<file path="config.mk">
export PLATFORM = sky130hd
export DESIGN_NAME = cla_subtractor
export DESIGN_NICKNAME = d
export VERILOG_FILES = /design/src/rtl/cla_subtractor.sv
export SDC_FILE = /design/constraint.sdc
export NUM_CORES = 1
export LEC_CHECK = 0
export BUFFER_PORTS_ARGS = -buffer_cell sky130_fd_sc_hd__buf_4
export CORE_UTILIZATION = 47
export CTS_CLUSTER_DIAMETER = 100
export DETAILED_ROUTE_END_ITERATION = 8
export PLACE_DENSITY = 0.77
export SLEW_MARGIN = 10
export SYNTH_ARGS = -nofsm -noshare
export SYNTH_HDL_FRONTEND = slang
export SYNTH_SLANG_ARGS = --single-unit
</file>
<file path="constraint.sdc">
create_clock -name i_clk -period 1.8 [get_ports i_clk]
set_clock_uncertainty 0.05 [all_clocks]
set_input_delay 0.36 -clock i_clk [delete_from_list [all_inputs] [get_ports i_clk]]
set_output_delay 0.36 -clock i_clk [all_outputs]
set_load 0.02 [all_outputs]
</file>
<file path="src/rtl/cla_subtractor.sv">
// cla_subtractor
//   Two-stage pipelined WIDTH-bit carry-lookahead subtractor on a valid/ready
//   stream. Computes d = a - b - bin as a + ~b + ~bin and reports borrow
//   (inverted carry) and signed overflow for every beat.
//
//   Ports
//     i_clk        rising-edge clock
//     i_rst        asynchronous active-high reset
//     i_in_valid   operand beat offered
//     o_in_ready   operand beat can be accepted this cycle
//     i_a, i_b     minuend, subtrahend
//     i_bin        borrow in (1 = subtract one more)
//     o_out_valid  result beat present
//     i_out_ready  sink accepts the result beat this cycle
//     o_d          difference mod 2^WIDTH
//     o_bout       borrow out (unsigned a < b + bin)
//     o_ovf        signed overflow
module cla_subtractor #(
    parameter int WIDTH = 6
) (
    input  logic             i_clk,
    input  logic             i_rst,
    input  logic             i_in_valid,
    output logic             o_in_ready,
    input  logic [WIDTH-1:0] i_a,
    input  logic [WIDTH-1:0] i_b,
    input  logic             i_bin,
    output logic             o_out_valid,
    input  logic             i_out_ready,
    output logic [WIDTH-1:0] o_d,
    output logic             o_bout,
    output logic             o_ovf
);

    // Stage 1: propagate/generate of a + ~b, carry-in ~bin, operand sign bits
    logic             r_s1_v;
    logic [WIDTH-1:0] r_s1_p;
    logic [WIDTH-1:0] r_s1_g;
    logic             r_s1_c0;
    logic             r_s1_a_msb;
    logic             r_s1_b_msb;

    // Stage 2: registered result
    logic             r_s2_v;
    logic [WIDTH-1:0] r_s2_d;
    logic             r_s2_bout;
    logic             r_s2_ovf;

    logic             w_adv1;
    logic             w_adv2;
    logic [WIDTH:0]   w_c;
    logic [WIDTH-1:0] w_d;
    logic             w_bout;
    logic             w_ovf;

    // Ready depends only on pipeline occupancy and the sink, never on i_in_valid.
    assign w_adv2     = ~r_s2_v | i_out_ready;
    assign w_adv1     = ~r_s1_v | w_adv2;
    assign o_in_ready = w_adv1;

    always_ff @(posedge i_clk or posedge i_rst) begin
        if (i_rst) begin
            r_s1_v     <= 1'b0;
            r_s1_p     <= '0;
            r_s1_g     <= '0;
            r_s1_c0    <= 1'b0;
            r_s1_a_msb <= 1'b0;
            r_s1_b_msb <= 1'b0;
        end else if (w_adv1) begin
            r_s1_v <= i_in_valid;
            if (i_in_valid) begin
                r_s1_p     <= i_a ^ ~i_b;
                r_s1_g     <= i_a & ~i_b;
                r_s1_c0    <= ~i_bin;
                r_s1_a_msb <= i_a[WIDTH-1];
                r_s1_b_msb <= i_b[WIDTH-1];
            end
        end
    end

    // Each carry is expanded into its full sum of products:
    //   c[i+1] = g[i] | p[i]g[i-1] | ... | p[i]..p[0]c0
    // so no carry term depends on another computed carry.
    always_comb begin : carry_lookahead
        logic v_sum;
        logic v_term;
        v_sum  = 1'b0;
        v_term = 1'b0;
        w_c    = '0;
        w_c[0] = r_s1_c0;
        for (int i = 0; i < WIDTH; i++) begin
            v_term = r_s1_c0;
            for (int k = 0; k <= i; k++) begin
                v_term = v_term & r_s1_p[k];
            end
            v_sum = v_term;
            for (int j = 0; j <= i; j++) begin
                v_term = r_s1_g[j];
                for (int k = j + 1; k <= i; k++) begin
                    v_term = v_term & r_s1_p[k];
                end
                v_sum = v_sum | v_term;
            end
            w_c[i+1] = v_sum;
        end
    end

    assign w_d    = r_s1_p ^ w_c[WIDTH-1:0];
    assign w_bout = ~w_c[WIDTH];
    assign w_ovf  = (r_s1_a_msb ^ r_s1_b_msb) & (w_d[WIDTH-1] ^ r_s1_a_msb);

    always_ff @(posedge i_clk or posedge i_rst) begin
        if (i_rst) begin
            r_s2_v    <= 1'b0;
            r_s2_d    <= '0;
            r_s2_bout <= 1'b0;
            r_s2_ovf  <= 1'b0;
        end else if (w_adv2) begin
            r_s2_v <= r_s1_v;
            if (r_s1_v) begin
                r_s2_d    <= w_d;
                r_s2_bout <= w_bout;
                r_s2_ovf  <= w_ovf;
            end
        end
    end

    assign o_out_valid = r_s2_v;
    assign o_d         = r_s2_d;
    assign o_bout      = r_s2_bout;
    assign o_ovf       = r_s2_ovf;

endmodule

</file>
==> out/results.tsv, run 1 <==
stage	metric	value	unit
drt	wire_per_inst	13.45	um
drt	drc	0	
clock_tree	cts_made_buffers	3	
finish	drive_above_1_share	31.65	%
worst_hold_path	hp-class	in2async	
timing	setup_viol	1	
clock_tree	clkLatencyLatePin	310	ps
yosys	yosysSeqAreaShare	53.30	%
placed_design	place_ws	-9.357	ps
finish	area_growth	29.21	%
timing	relSlewSlack	75.80	%
placed_design	place_inst	159	
global_route	grtUsageTotal	19.16	%
global_route	antenna_found_initial	0	
placed_design	dp_hpwl	1.678	mm
placed_design	portBuffers	26	
timing	fin_crit_sh	100.5	%
yosys	synth_area_leaders	dfrtp_1 53%, mux2_1 13%, ha_1 7.5%	
worst_setup_path	startpoint_type	flip-flop	
global_route	met1_usage	21.59	%
timing	worst_slew_pin_slew	359.1	ps
power	ir_drop	0.7250	mV
finish	seq_area	625.6	um2
floorplanning	initial_utilization	51.57	%
worst_setup_path	arrival	2020	ps
worst_setup_path	r2r_slack	-9	ps
drt	drtIter0Drc	5	
clock_tree	htree_levels	1	
drt	viasPerCell	5.257	
drt	ant_nets	0	
placed_design	place_congestion	0.7894	
run	max_cap_violations	0	
clock_tree	cts.path.max_buffers	2	
timing	postLayoutSetupSlackWorst	-9.095	ps
global_route	grt.busiest_layer	met2	
yosys	netlist_area	1174	um2
worst_setup_path	rr_startpoint	r_s1_c0	
worst_setup_path	crit_path_end_kind	flip-flop	
power	leakagePower	0.7599	nW
worst_setup_path	cp_data_required_time	2010	ps
yosys	synth_top_area_share	53.30	%
timing	finalMaxSlewViolations	0	
global_route	met2_usage	33.97	%
drt	vias	878	
yosys	syn_avg_cell_area	11.62	um2
timing	hold_slack	20.08	ps
floorplanning	rows	17	
clock_tree	cts_tree	done	
worst_setup_path	critical_path.max_fanout	3	
global_route	grt_remaining_overflow	0	
worst_setup_path	r2r-end	o_ovf	
timing	hold_viol	0	
drt	firstDrtPassIters	4	
global_route	grt_pass1_wl	3.719	mm
worst_setup_path	crit_type	reg2reg	
clock_tree	cts_root_buffer	clkbuf_4	
floorplanning	ioPinCount	27	
global_route	grtUsageMet3	3.801	%
global_route	grt_pass1_vias	885	
finish	instances_no_fill	167	
yosys	yosysWarnings	0	
worst_setup_path	startpoint	r_s1_c0	
run_status	violations	negative setup slack	
floorplanning	core	2276	um2
timing	fmax	0.5528	GHz
clock_tree	cts.sinks	25	
finish	multiInputGateArea	533.0	um2
worst_setup_path	ff2ff_path_depth	6	
finish	nets	164	
power	power.density	1040	nW/um2
clock_tree	path_clk_slew	130	ps
run_status	status	finished, violations left	
yosys	ys_types	26	
floorplanning	dieArea	2701	um2
floorplanning	die_h	51.97	um
finish	antenna_cells	0	
floorplanning	fp.dieW	51.97	um
yosys	synth_cells	101	
yosys	ys_ff_latch	25	
yosys	synth_nets	125	
drt	wirelength	2.246	mm
global_route	grt_max_degree	26	
yosys	yosys.area.top_type	dfrtp_1	
timing	period_minus_slack	1809	ps
finish	fill_cells	175	
worst max path at each step:
stage	end	slack, ps	cells after the start
global placement	o_ovf	50	6
floorplan	o_ovf	30	6
CTS	o_ovf	9	6
global route	o_ovf	-60	6
detailed placement	o_ovf	-9	6
finish	o_ovf	-9	6
state kept, by name (all words and copies together), names as in the netlist:
register,cells
r_s1_v,1
r_s1_c0,1
r_s1_a_msb,1
r_s1_p,6
r_s1_g,6
o_out_valid,1
o_ovf,1
r_s1_b_msb,1
o_bout,1
o_d,6
stage by stage:
step                utilization, %  total power, mW  setup TNS, ps  cell area (um2)
floorplan                        -            1.069              0             1174
global placement             63.28            1.273              0             1440
detailed placement           63.28            1.303         -9.357             1440
CTS                          64.87            1.553              0             1476
global route                 66.63            1.676         -57.53             1516
finish                       66.63            1.576         -9.095             1516
cells in the final DEF, fill, tap and decap left out:
cell type	instances
a21oi_1	1
o21a_1	1
nor3_1	2
nor3b_1	1
nand3_1	2
a41o_1	1
o21ai_1	6
mux2_1	14
o31ai_1	3
o41ai_2	1
dfrtp_1	25
ha_1	6
xor2_1	2
nor4_1	1
nor2_1	2
a21oi_2	1
clkbuf_1	1
or4_1	1
o211ai_2	1
clkbuf_4	3
buf_4	36
ha_4	1
inv_1	7
nand2b_1	4
nand3b_1	1
xnor2_1	1
nand2_1	13
nand2_2	1
routing by layer:
| metal | vias to the layer above | wire length [um] |
|---|---|---|
| li1 | 429 | - |
| met1 | 423 | 930 |
| met5 | - | 0 |
| met3 | 7 | 70 |
| met4 | 0 | 49 |
| met2 | 19 | 1196 |
cells by family (layout without fill, tap and decap cells):
group	Yosys count	in the layout	share of synthesized area, %
muxes	14	14	13.43
and+or+nand+nor	28	28	11.62
AOI/OAI and AO/OA	15	15	8.955
DFF	25	25	53.30
xor gates and xnor gates	3	3	2.239
adders and majority gates	7	7	7.462
buffers and inverters	9	47	2.985
synthesized netlist by cell type:
cell type  number
a21oi_1         1
a21oi_2         1
a41o_1          1
buf_2           1
clkbuf_1        1
dfrtp_1        25
ha_1            7
inv_1           7
mux2_1         14
nand2_1        13
nand2_2         1
nand2b_1        4
nand3_1         2
nand3b_1        1
nor2_1          2
nor3_1          2
nor3b_1         1
nor4_1          1
o211ai_2        1
o21a_1          1
o21ai_1         6
o31ai_1         3
o41ai_1         1
or4_1           1
xnor2_1         1
xor2_1          2
where the power goes:
group,internal [mW],switching (mW),total (mW)
registers,0.681,0.105,0.786
clock network,0.0867,0.160,0.246
logic,0.276,0.268,0.544
critical path, stage by stage (launching register included):
cell and delay, ps:
dfrtp_1 430, ha_4 180, o211ai_2 170, nand2_2 100, a41o_1 210, or4_1 510
nand3_1 110
cell type report:
type / instances / share of cell area, %
Sequential cell: 25 / 41.25
Multi-Input combinational cell: 67 / 35.15
Timing Repair Buffer: 36 / 17.82
Tap cell: 28 / 2.310
Clock buffer: 4 / 1.733
Inverter: 7 / 1.733
what timing repair did:
| item | 4_1_cts | 5_1_grt |
|---|---|---|
| pin swaps | 1 | 3 |
| setup buffers | 1 | 3 |
| hold endpoints to repair | 0 | 0 |
| setup endpoints to repair | 1 | 1 |
| gates resized for setup | 1 | 2 |
| hold buffers | 0 | 0 |
Power figures use the tool's default switching activity.
==> run 2: changes to the inputs <==
- CORE_UTILIZATION: 47 -> 56
- PLACE_DENSITY: 0.77 -> 0.85
- SLEW_MARGIN: 10 -> 20
- clock period: 1.8 -> 2.1 ns (I/O delays scaled with it)
==> run 2 against run 1 <==
- the run now ends clean
- global-route usage is 1.4 points higher
- largest cell class unchanged
- first-iteration DRC count is 140% higher
- flip-flop and latch count stayed put
- wire length is 8.7% lower
- critical endpoint unchanged
- largest power group unchanged
- total power is 18% lower
- utilization is 7.0 points higher
==> out/results.tsv, run 2 (synthesized netlist as in run 1, its figures left out) <==
stage	metric	value	unit
floorplanning	ioPinCount	27	
power	power.density	898.5	nW/um2
drt	drc	0	
run_status	status	complete, no violations	
clock_tree	cts_tree	done	
worst_setup_path	arrival	2120	ps
clock_tree	cts.sinks	25	
clock_tree	cts_resized	0	
worst_setup_path	cp_data_required_time	2310	ps
worst_hold_path	hp-class	in2async	
clock_tree	cts.path.max_buffers	2	
timing	setup_viol	0	
timing	rsz0062_at_grt	false	
timing	hold_viol	0	
global_route	grt_remaining_overflow	0	
timing	fmax	0.5222	GHz
finish	final_cell_mix	29 x buf_4, 25 x dfrtp_1, 14 x mux2_1	
clock_tree	cts.hold.buffers_added	0	
placed_design	dp_hpwl	1.545	mm
timing	postLayoutSetupSlackWorst	185.1	ps
timing	relSlewSlack	63.04	%
timing	period_minus_slack	1915	ps
finish	area_growth	23.03	%
power	ir_drop	0.4765	mV
global_route	grt_pass1_wl	3.208	mm
worst_setup_path	r2r_slack	190	ps
finish	antenna_cells	0	
clock_tree	htree_levels	1	
clock_tree	clkLatencyLatePin	320	ps
placed_design	place_ws	235.5	ps
floorplanning	fp.dieW	47.78	um
global_route	antenna_found_initial	0	
clock_tree	path_clk_slew	140	ps
timing	finalMaxSlewViolations	0	
timing	fin_setup_tns	0	ps
finish	seq_area	625.6	um2
floorplanning	die_h	47.78	um
finish	fill_cells	142	
finish	nets	157	
finish	drive_above_1_share	27.27	%
timing	worst_slew_pin_slew	547.2	ps
run	max_cap_violations	0	
placed_design	portBuffers	26	
clock_tree	postCtsSetupBuffers	0	
power	leakagePower	0.7238	nW
clock_tree	cts_made_buffers	3	
floorplanning	rows	16	
worst_setup_path	startpoint_type	flip-flop	
drt	drtIter0Drc	12	
drt	wire_per_inst	12.90	um
drt	ant_nets	0	
floorplanning	core	1962	um2
global_route	grt_pass1_vias	797	
floorplanning	initial_utilization	59.82	%
global_route	grt_max_degree	26	
finish	layout_commonest_cell	buf_4	
clock_tree	cts_root_buffer	clkbuf_4	
floorplanning	dieArea	2283	um2
worst_setup_path	crit_type	reg2reg	
global_route	grtUsageTotal	20.57	%
worst_setup_path	critical_path.max_fanout	4	
timing	fin_crit_sh	91.18	%
drt	viasPerCell	5.321	
placed_design	place_congestion	0.7956	
drt	wirelength	2.051	mm
finish	multiInputGateArea	513.0	um2
drt	vias	846	
drt	firstDrtPassIters	4	
worst_setup_path	crit_path_end_kind	flip-flop	
[run 2: cell count changes in the layout (fill, tap and decap cells not counted), sizes merged]
cell,change
buf,-7
clkbuf,-1
clkinv,+1
[run 2: through the flow]
step / hold slack, ps / std cells / cell area (um2) / total power [mW] / util [%]
after floorplan: 377.6 / 101 / 1174 / 0.9163 / -
after global placement: 403.4 / 155 / 1416 / 1.073 / 72.19
after detailed placement: 418.3 / 155 / 1416 / 1.096 / 72.19
after CTS: 83.52 / 159 / 1444 / 1.306 / 73.60
after global routing: 91.56 / 159 / 1444 / 1.378 / 73.60
final: 75.74 / 159 / 1444 / 1.297 / 73.60
[run 2: path summary, 6_finish.rpt]
| check | startpoint | cells after the start | end |
|---|---|---|---|
| hold reg to reg | r_s1_g[5] | 1 | o_bout |
| min in group i_clk | i_bin | 2 | r_s1_c0 |
| max in group asynchronous | i_rst | 3 | r_s1_b_msb |
| setup / recovery | r_s1_p[0] | 6 | o_ovf |
| setup reg to reg | r_s1_p[0] | 6 | o_ovf |
| hold / removal | i_rst | 3 | r_s1_p[0] |
[run 2: worst max-delay path, stage by stage, from the launching register on]
cell and delay [ps]:
dfrtp_1 410, ha_1 240, o211ai_2 160, nand2_2 100
a41o_1 290, or4_1 500, nand3_1 100
[run 2: layout make-up]
class | count | share of cell area (%)
Clock buffer | 3 | 1.560
Clock inverter | 1 | 0.3466
Inverter | 7 | 1.820
Multi-Input combinational cell | 67 | 35.53
Sequential cell | 25 | 43.33
Tap cell | 27 | 2.340
Timing Repair Buffer | 29 | 15.08
[run 2: per-layer routing]
metal	part of all wire (%)	GRT usage [%]
met5	0	0
met4	0.63	8.333
met3	3.9	3.396
met2	51	36.22
met1	44	24.94
[run 2: power breakdown]
group	internal (mW)	leakage (nW)	switching, mW
combinational	0.197	0.403	0.216
sequential	0.584	0.303	0.0850
clock	0.0713	0.0177	0.144
total	0.853	0.724	0.445
==> run 3: changes to the inputs <==
- CORE_ASPECT_RATIO: default -> 1.5
- CORE_MARGIN: default -> 2
==> run 3 against run 2 <==
- worst hold slack improved by 2.2 ps
- via count increased by 1.4%
- sequential power about the same
- clock-buffer cell count unchanged
- largest cell class unchanged
- combinational power about the same
- critical endpoint unchanged
==> out/results.tsv, run 3 (synthesized netlist as in run 1, its figures left out) <==
stage	metric	value	unit
timing	hold_viol	0	
global_route	grt_pass1_vias	837	
worst_setup_path	critical_path.max_fanout	4	
drt	viasPerCell	5.571	
drt	drc	0	
global_route	grt_pass1_wl	3.581	mm
floorplanning	die_h	60.07	um
worst_setup_path	arrival	2140	ps
clock_tree	cts_made_buffers	3	
timing	fmax	0.5187	GHz
drt	drtIter0Drc	16	
worst_setup_path	crit_type	reg2reg	
timing	finalMaxSlewViolations	0	
placed_design	place_congestion	0.7156	
floorplanning	core	2002	um2
clock_tree	cts.sinks	25	
placed_design	dp_hpwl	1.642	mm
clock_tree	cts_tree	done	
global_route	grt_max_degree	26	
global_route	grt_remaining_overflow	0	
timing	worst_slew_pin_slew	547.5	ps
power	leakagePower	0.7238	nW
drt	firstDrtPassIters	4	
finish	area_growth	22.49	%
finish	fill_cells	144	
floorplanning	dieArea	2485	um2
clock_tree	htree_levels	1	
power	ir_drop	0.6832	mV
floorplanning	fp.dieW	41.38	um
drt	vias	858	
placed_design	portBuffers	26	
global_route	grtUsageTotal	21.23	%
global_route	antenna_found_initial	0	
finish	nets	157	
power	total_power	1.289	mW
timing	fin_setup_tns	0	ps
clock_tree	cts_root_buffer	clkbuf_4	
timing	fin_crit_sh	91.80	%
drt	ant_nets	0	
floorplanning	ioPinCount	27	
floorplanning	rows	20	
timing	hold_slack	77.97	ps
finish	layout_commonest_cell	buf_4	
worst_setup_path	cp_data_required_time	2310	ps
worst_hold_path	hp-class	in2async	
clock_tree	cts.hold.buffers_added	0	
timing	rsz0062_at_grt	false	
drt	wirelength	2.074	mm
worst_setup_path	startpoint_type	flip-flop	
timing	period_minus_slack	1928	ps
clock_tree	postCtsSetupBuffers	0	
clock_tree	path_clk_slew	140	ps
finish	drive_above_1_share	27.27	%
finish	final_cell_mix	29 x buf_4, 25 x dfrtp_1, 14 x mux2_1	
floorplanning	initial_utilization	58.63	%
timing	relSlewSlack	63.02	%
clock_tree	cts.path.max_buffers	2	
drt	wire_per_inst	13.47	um
worst_setup_path	crit_path_end_kind	flip-flop	
finish	antenna_cells	0	
clock_tree	cts_resized	0	
clock_tree	clkLatencyLatePin	310	ps
timing	setup_viol	0	
run	max_cap_violations	0	
power	power.density	896.7	nW/um2
run_status	status	complete, no violations	
[run 3: cell counts in the layout (fill, tap and decap cells not counted)]
No cell type changed its count.
[run 3: cell type report]
cell class	instances	area, um2	area share, %
well taps	22	27.53	1.915
flip-flops and latches	25	625.6	43.52
multi-input cells	67	513.0	35.68
clock inverters	1	5.005	0.3481
inverters	7	26.28	1.828
repair buffers	29	217.7	15.14
clock buffers	3	22.52	1.567
[run 3: where the power goes]
part	switching [mW]	internal, mW
sequential	0.0847	0.584
clock	0.139	0.0711
combinational	0.213	0.197
[run 3: layer usage]
metal,share of wire [%],track usage (%)
met2,56,37.05
met4,0.92,6.912
met5,0,0
met1,40,25.94
met3,3.5,2.230
[run 3: worst paths after layout]
kind	cells after the start	endpoint	from	slack, ps
min in group i_clk	2	r_s1_c0	i_bin	230
max reg2reg	6	o_ovf	r_s1_p[0]	170
min reg2reg	1	o_bout	r_s1_g[5]	450
max	6	o_ovf	r_s1_p[0]	170
max in group asynchronous	3	r_s1_g[1]	i_rst	1680
min	3	r_s1_p[5]	i_rst	80
[run 3: through the flow]
step                      area [um2]  instances  utilization, %  setup WS, ps
after CTS                       1438        154           71.81         169.4
after floorplan                 1174        101               -         328.8
after global placement          1410        150           70.44         295.6
after global routing            1438        154           71.81         78.74
final                           1438        154           71.81         172.1
after detailed placement        1410        150           70.44         203.5
[run 3: critical path, stage by stage (launching register included)]
cell and delay [ps]:
dfrtp_1 420, ha_1 240, o211ai_2 170, nand2_2 100
a41o_1 290, or4_1 500, nand3_1 100
